`config.mk`:
```
export PLATFORM = sky130hd
export DESIGN_NAME = uart_rx
export DESIGN_NICKNAME = d
export VERILOG_FILES = /design/src/rtl/uart_pkg.sv /design/src/rtl/uart_sync.sv /design/src/rtl/uart_rx.sv
export SDC_FILE = /design/constraint.sdc
export NUM_CORES = 1
export LEC_CHECK = 0
export ABC_CLOCK_PERIOD_IN_PS = 2300
export BUFFER_PORTS_ARGS = -buffer_cell sky130_fd_sc_hd__clkbuf_2
export CAP_MARGIN = 20
export CELL_PAD_IN_SITES_DETAIL_PLACEMENT = 1
export CELL_PAD_IN_SITES_GLOBAL_PLACEMENT = 2
export CORE_ASPECT_RATIO = 0.75
export CORE_MARGIN = 2
export CORE_UTILIZATION = 36
export CTS_CLUSTER_DIAMETER = 40
export CTS_CLUSTER_SIZE = 40
export DETAILED_ROUTE_END_ITERATION = 12
export GPL_ROUTABILITY_DRIVEN = 0
export MAX_ROUTING_LAYER = met4
export PLACE_DENSITY_LB_ADDON = 0.2
export SLEW_MARGIN = 15
export SYNTH_ARGS = -nofsm -noshare
export SYNTH_HDL_FRONTEND = slang
export SYNTH_SLANG_ARGS = --single-unit
```
`constraint.sdc`:
```
create_clock -name clk -period 2.3 [get_ports clk]
set_clock_uncertainty 0.1 [all_clocks]
set_input_delay 0.23 -clock clk [delete_from_list [all_inputs] [get_ports clk]]
set_output_delay 0.23 -clock clk [all_outputs]
set_load 0.1 [all_outputs]
```
`src/rtl/uart_pkg.sv`:
```
// uart_pkg: shared UART types and helpers (receiver FSM states, baud divisor)
package uart_pkg;
    typedef enum logic [1:0] {IDLE, START, DATA, STOP} uart_rx_state_t;
    function automatic int clks_per_bit(input int clk_freq, input int baud);
        return clk_freq / baud;
    endfunction
endpackage

```
`src/rtl/uart_sync.sv`:
```
// uart_sync: N-flop synchronizer for an asynchronous pin
// ports: clk, rst (sync active-high), d (async in), q (synchronized out)
module uart_sync #(
    parameter int   N       = 2,
    parameter logic RST_VAL = 1'b1
) (
    input  logic clk,
    input  logic rst,
    input  logic d,
    output logic q
);
    logic [N-1:0] ff;
    always_ff @(posedge clk)
        ff <= rst ? {N{RST_VAL}} : {ff[N-2:0], d};
    assign q = ff[N-1];
endmodule

```
`src/rtl/uart_rx.sv`:
```
// uart_rx: oversampling 8N1 UART receiver with one-deep valid/ready output register
// ports: clk, rst (sync active-high), rx_sig (async serial in),
//        data_to_host/valid_to_host/ready_from_host (host handshake),
//        frame_err, overrun (one-cycle error pulses)
module uart_rx #(
    parameter int DATA_WIDTH = 8,
    parameter int BAUD_RATE  = 115200,
    parameter int CLK_FREQ   = 100_000_000
) (
    input  logic                  clk,
    input  logic                  rst,
    input  logic                  rx_sig,
    output logic [DATA_WIDTH-1:0] data_to_host,
    output logic                  valid_to_host,
    input  logic                  ready_from_host,
    output logic                  frame_err,
    output logic                  overrun
);
    import uart_pkg::*;
    localparam int CLKS_PER_BIT = clks_per_bit(CLK_FREQ, BAUD_RATE);
    localparam int HALF_BIT     = CLKS_PER_BIT / 2;
    localparam int CW           = $clog2(CLKS_PER_BIT);
    localparam int IW           = $clog2(DATA_WIDTH + 1);
    generate
        if (CLKS_PER_BIT < 4) begin : g_bad_rate
            $error("uart_rx: CLKS_PER_BIT must be at least 4");
        end
    endgenerate
    logic                  rx_s, rx_d;
    uart_rx_state_t        state;
    logic [CW-1:0]         cnt;
    logic [IW-1:0]         idx;
    logic [DATA_WIDTH-1:0] sr;
    logic                  bit_end;
    uart_sync #(.N(2), .RST_VAL(1'b1)) u_sync (.clk(clk), .rst(rst), .d(rx_sig), .q(rx_s));
    assign bit_end = cnt == CW'(CLKS_PER_BIT - 1);
    always_ff @(posedge clk) begin
        if (rst) begin
            rx_d          <= 1'b1;
            state         <= IDLE;
            cnt           <= '0;
            idx           <= '0;
            sr            <= '0;
            data_to_host  <= '0;
            valid_to_host <= 1'b0;
            frame_err     <= 1'b0;
            overrun       <= 1'b0;
        end else begin
            rx_d      <= rx_s;
            frame_err <= 1'b0;
            overrun   <= 1'b0;
            if (valid_to_host && ready_from_host)
                valid_to_host <= 1'b0;
            case (state)
                IDLE: begin
                    // cnt starts at 1 so the start sample lands HALF_BIT-1 after the edge clock
                    cnt <= '0;
                    if (rx_d && !rx_s) begin
                        state <= START;
                        cnt   <= CW'(1);
                    end
                end
                START: begin
                    if (cnt == CW'(HALF_BIT - 1)) begin
                        cnt   <= '0;
                        idx   <= '0;
                        state <= rx_s ? IDLE : DATA;
                    end else
                        cnt <= cnt + 1'b1;
                end
                DATA: begin
                    if (bit_end) begin
                        cnt <= '0;
                        sr  <= {rx_s, sr[DATA_WIDTH-1:1]};
                        idx <= idx + 1'b1;
                        if (idx == IW'(DATA_WIDTH - 1))
                            state <= STOP;
                    end else
                        cnt <= cnt + 1'b1;
                end
                STOP: begin
                    if (bit_end) begin
                        cnt   <= '0;
                        state <= IDLE;
                        if (!rx_s)
                            frame_err <= 1'b1;
                        else if (!valid_to_host || ready_from_host) begin
                            data_to_host  <= sr;
                            valid_to_host <= 1'b1;
                        end else
                            overrun <= 1'b1;
                    end else
                        cnt <= cnt + 1'b1;
                end
                default: state <= IDLE;
            endcase
        end
    end
endmodule

```
==> impl_results.md <==
* Status: finished, final reports clean
* Setup Fix Bufs, Post-CTS at 0
* Worst path required time at 2380 ps
* End point of the critical path: idx[3]$_SDFFE_PP0P_
* Minimum clock period at between 1500 and 2000 ps
* PortBufs at 14
* Clock tree buffer depth at 2
* Post-DP Area at around 1800 sq um
* Peak VDD IR at ~310 uV
* Yosys cell types at 44
* DRC at 0
* Sequential area share after synthesis at a little under half
* Top FF cell, synth: dfxtp_1
* Layout cells sized above 1 at between 20% and 30%
* Worst-path fanout max at 6
* Die area at 5190 sq um
* CP max stage cell: dfxtp_1
* RSZ-0062 raised after global routing: no
* Cell Rows at 21
* Ant. Diodes at 0
* Synthesized instance count at about 170
* First-pass GRT wire length at roughly 6300 um
* Hold Slack at between 20 and 25 ps
* Filler cell count at between 500 and 600
* Gr usage total at between 10% and 20%
* Slew margin rel. at between 60% and 70%
* Vias/cell at 5.26
* Hold_buf cts at 0
* Final nets at about 200
* Grt total ovfl at 0
* Synth warn at 0
* Initial DRC Count at between 60 and 70
* Die Y at ~63 um
* Leakage dissipation at around 0.00072 uW
* Final Core Density at about two fifths
* Root Buffer: clkbuf_8
* Crit path launch type: flop
* FF/Latch Area at approximately 760 sq um
* Final Hold Fails at 0
* Setup TNS at 0 ps
* # setup viols final at 0
* Final WL at about 3700 um
* Final Max Slew Viols at 0
* Drt pass-1 iters at 7
* Reg2Reg Depth at 5
* Design Area, Final at roughly 1900 sq um
* Avg Inst Size Synth at ~9.6 sq um
* Post-synth EDFFs at 0
* CP Buf/Inv Count at 0
* Crit Path Class: flop to flop
* Crit path depth at 5
* Clock net sink count at 38
* Die W at a little over 80 um
* Most frequent cells in the layout: dfxtp_1 (38), nor2_1 (18), clkbuf_2 (14)
* HP Class: input pin to flop
* Placed insts at ~240
* Largest net degree at the start of global routing at 19
* Pwr/cell area at between 600 and 700 nW/um^2
* Max-Cap Viols at 0
* Fin crit share at roughly 84%
* Cts bufs inserted at 5
* Area of the multi-input gates at 855 sq um
* Via Count at 1293
* CTS clk-pin slew, worst paths at approximately 80 ps
* Most common cell after layout, fill and taps aside: dfxtp_1
* TritonCTS clock tree: yes
* Post-DP HPWL at between 2000 and 3000 um
* Yosys reg bits at 38
* Initial Util at between 30% and 40%
* Crit path from: cnt[0]$_SDFF_PP0_
* Post-route ant nets at 0
* Crit path largest cell delay at between 400 and 500 ps
* Mapped Area at between 1500 and 2000 sq um
* Core Footprint at 4470 sq um
* WP data arrival at about 2000 ps
* Crit path capture type: flop
* Crit-path leading delay family: simple AND/OR/NAND/NOR gates
* Routed WL per cell at 14.9 um
* I/O Pins at 15
* Initial antenna violation count at 0
* Slew of the pin with the lowest slew margin at 554 ps
* R2R setup slack at between 300 and 400 ps
* Resized cells post-CTS at 0
* Mapped Nets at between 150 and 200
* R2R Path End: idx[3]$_SDFFE_PP0P_
* Vias in the first global route at roughly 1300
* H-tree depth at 2
* Post-synth ARST share at 0%
* Cell Chain, Critical Path: ha_1 -> and4bb_4 -> nand4b_1 -> a21oi_1 -> mux2_2
* Final cell count without fillers at ~250
* Area Overhead vs Synth at 12.3%
* Clock Latency Late Sink at roughly 290 ps
* Worst R2R Start: cnt[0]$_SDFF_PP0_
* Highest clock rate at 519 MHz
[state kept, by name, indices dropped and copies added, names as in the netlist, named ones only]
register,flops
sr,8
u_sync.ff,2
valid_to_host,1
state,1
idx,4
cnt,10
overrun,1
rx_d,1
frame_err,1
data_to_host,8
[logic make-up (layout without fill, tap and decap cells)]
kind of cell	count (synthesis)	in the layout	share of synthesized area (%)
compound gates	28	28	11.0
buf+inv	11	26	3.00
xor+xnor	8	8	4.21
fa+ha+maj	3	3	2.25
simple gates	76	76	27.7
flops	38	38	45.7
mux	10	10	6.16
[synth_stat cells (3+ instances only)]
| cell | n | share of area (%) |
|---|---|---|
| a21oi_1 | 11 | 3.3 |
| buf_2 | 3 | 0.90 |
| clkbuf_1 | 3 | 0.68 |
| dfxtp_1 | 38 | 46 |
| ha_1 | 3 | 2.3 |
| inv_1 | 3 | 0.68 |
| mux2i_1 | 8 | 4.8 |
| nand2_1 | 7 | 1.6 |
| nand3_1 | 13 | 3.9 |
| nand4_1 | 4 | 1.5 |
| nor2_1 | 18 | 4.1 |
| nor2b_1 | 3 | 1.1 |
| nor3_1 | 3 | 0.90 |
| nor3b_1 | 3 | 1.4 |
| o21ai_0 | 10 | 3.0 |
| or2_2 | 3 | 1.1 |
| xor2_1 | 6 | 3.2 |
[metrics by stage]
stage                     setup WS [ps]  power (uW)
final                               374        1180
after global routing                174        1230
after CTS                           376        1190
after detailed placement            393         714
after global placement              466         712
after floorplan                     459         702
[routing by layer]
metal | track usage [%] | wire, um | vias to the layer above
met5 | - | 0 | -
met4 | 4.30 | 34 | 0
met3 | 4.77 | 107 | 5
met2 | 23.4 | 1600 | 12
met1 | 23.0 | 1930 | 628
li1 | - | - | 648
[power by group]
group / leakage (uW) / switching, uW / total (uW) / internal [uW]
Combinational: 0.000366 / 20.3 / 31.3 / 11.0
Clock: 0.0000472 / 236 / 477 / 241
Sequential: 0.000307 / 5.29 / 667 / 661
[worst register-to-register path: cells and delay by family, from the launching register on]
kind,cells,cell delay [ps]
muxes,1,350
AOI/OAI and AO/OA,1,230
DFF,1,410
and+or+nand+nor,2,500
adders and majority gates,1,230
[area by class of cell]
type,instances,share of cell area (%)
clock buffers,6,4.41
clock inverters,2,0.669
inverters,3,0.602
multi-input cells,125,45.7
flip-flops and latches,38,40.7
well taps,57,3.81
repair buffers,15,4.15
[worst min path at each step]
| stage | start | endpoint | slack, ps | depth (start not counted) |
|---|---|---|---|---|
| after global routing | rx_sig | u_sync.ff[0]$_SDFF_PP1_ | 30 | 2 |
| after detailed placement | u_sync.ff[0]$_SDFF_PP1_ | u_sync.ff[1]$_SDFF_PP1_ | 310 | 1 |
| after global placement | u_sync.ff[0]$_SDFF_PP1_ | u_sync.ff[1]$_SDFF_PP1_ | 300 | 1 |
| after CTS | rx_sig | u_sync.ff[0]$_SDFF_PP1_ | 20 | 2 |
| after floorplan | rx_sig | u_sync.ff[0]$_SDFF_PP1_ | 230 | 1 |
| final | rx_sig | u_sync.ff[0]$_SDFF_PP1_ | 20 | 2 |
Power figures use the tool's default switching activity.
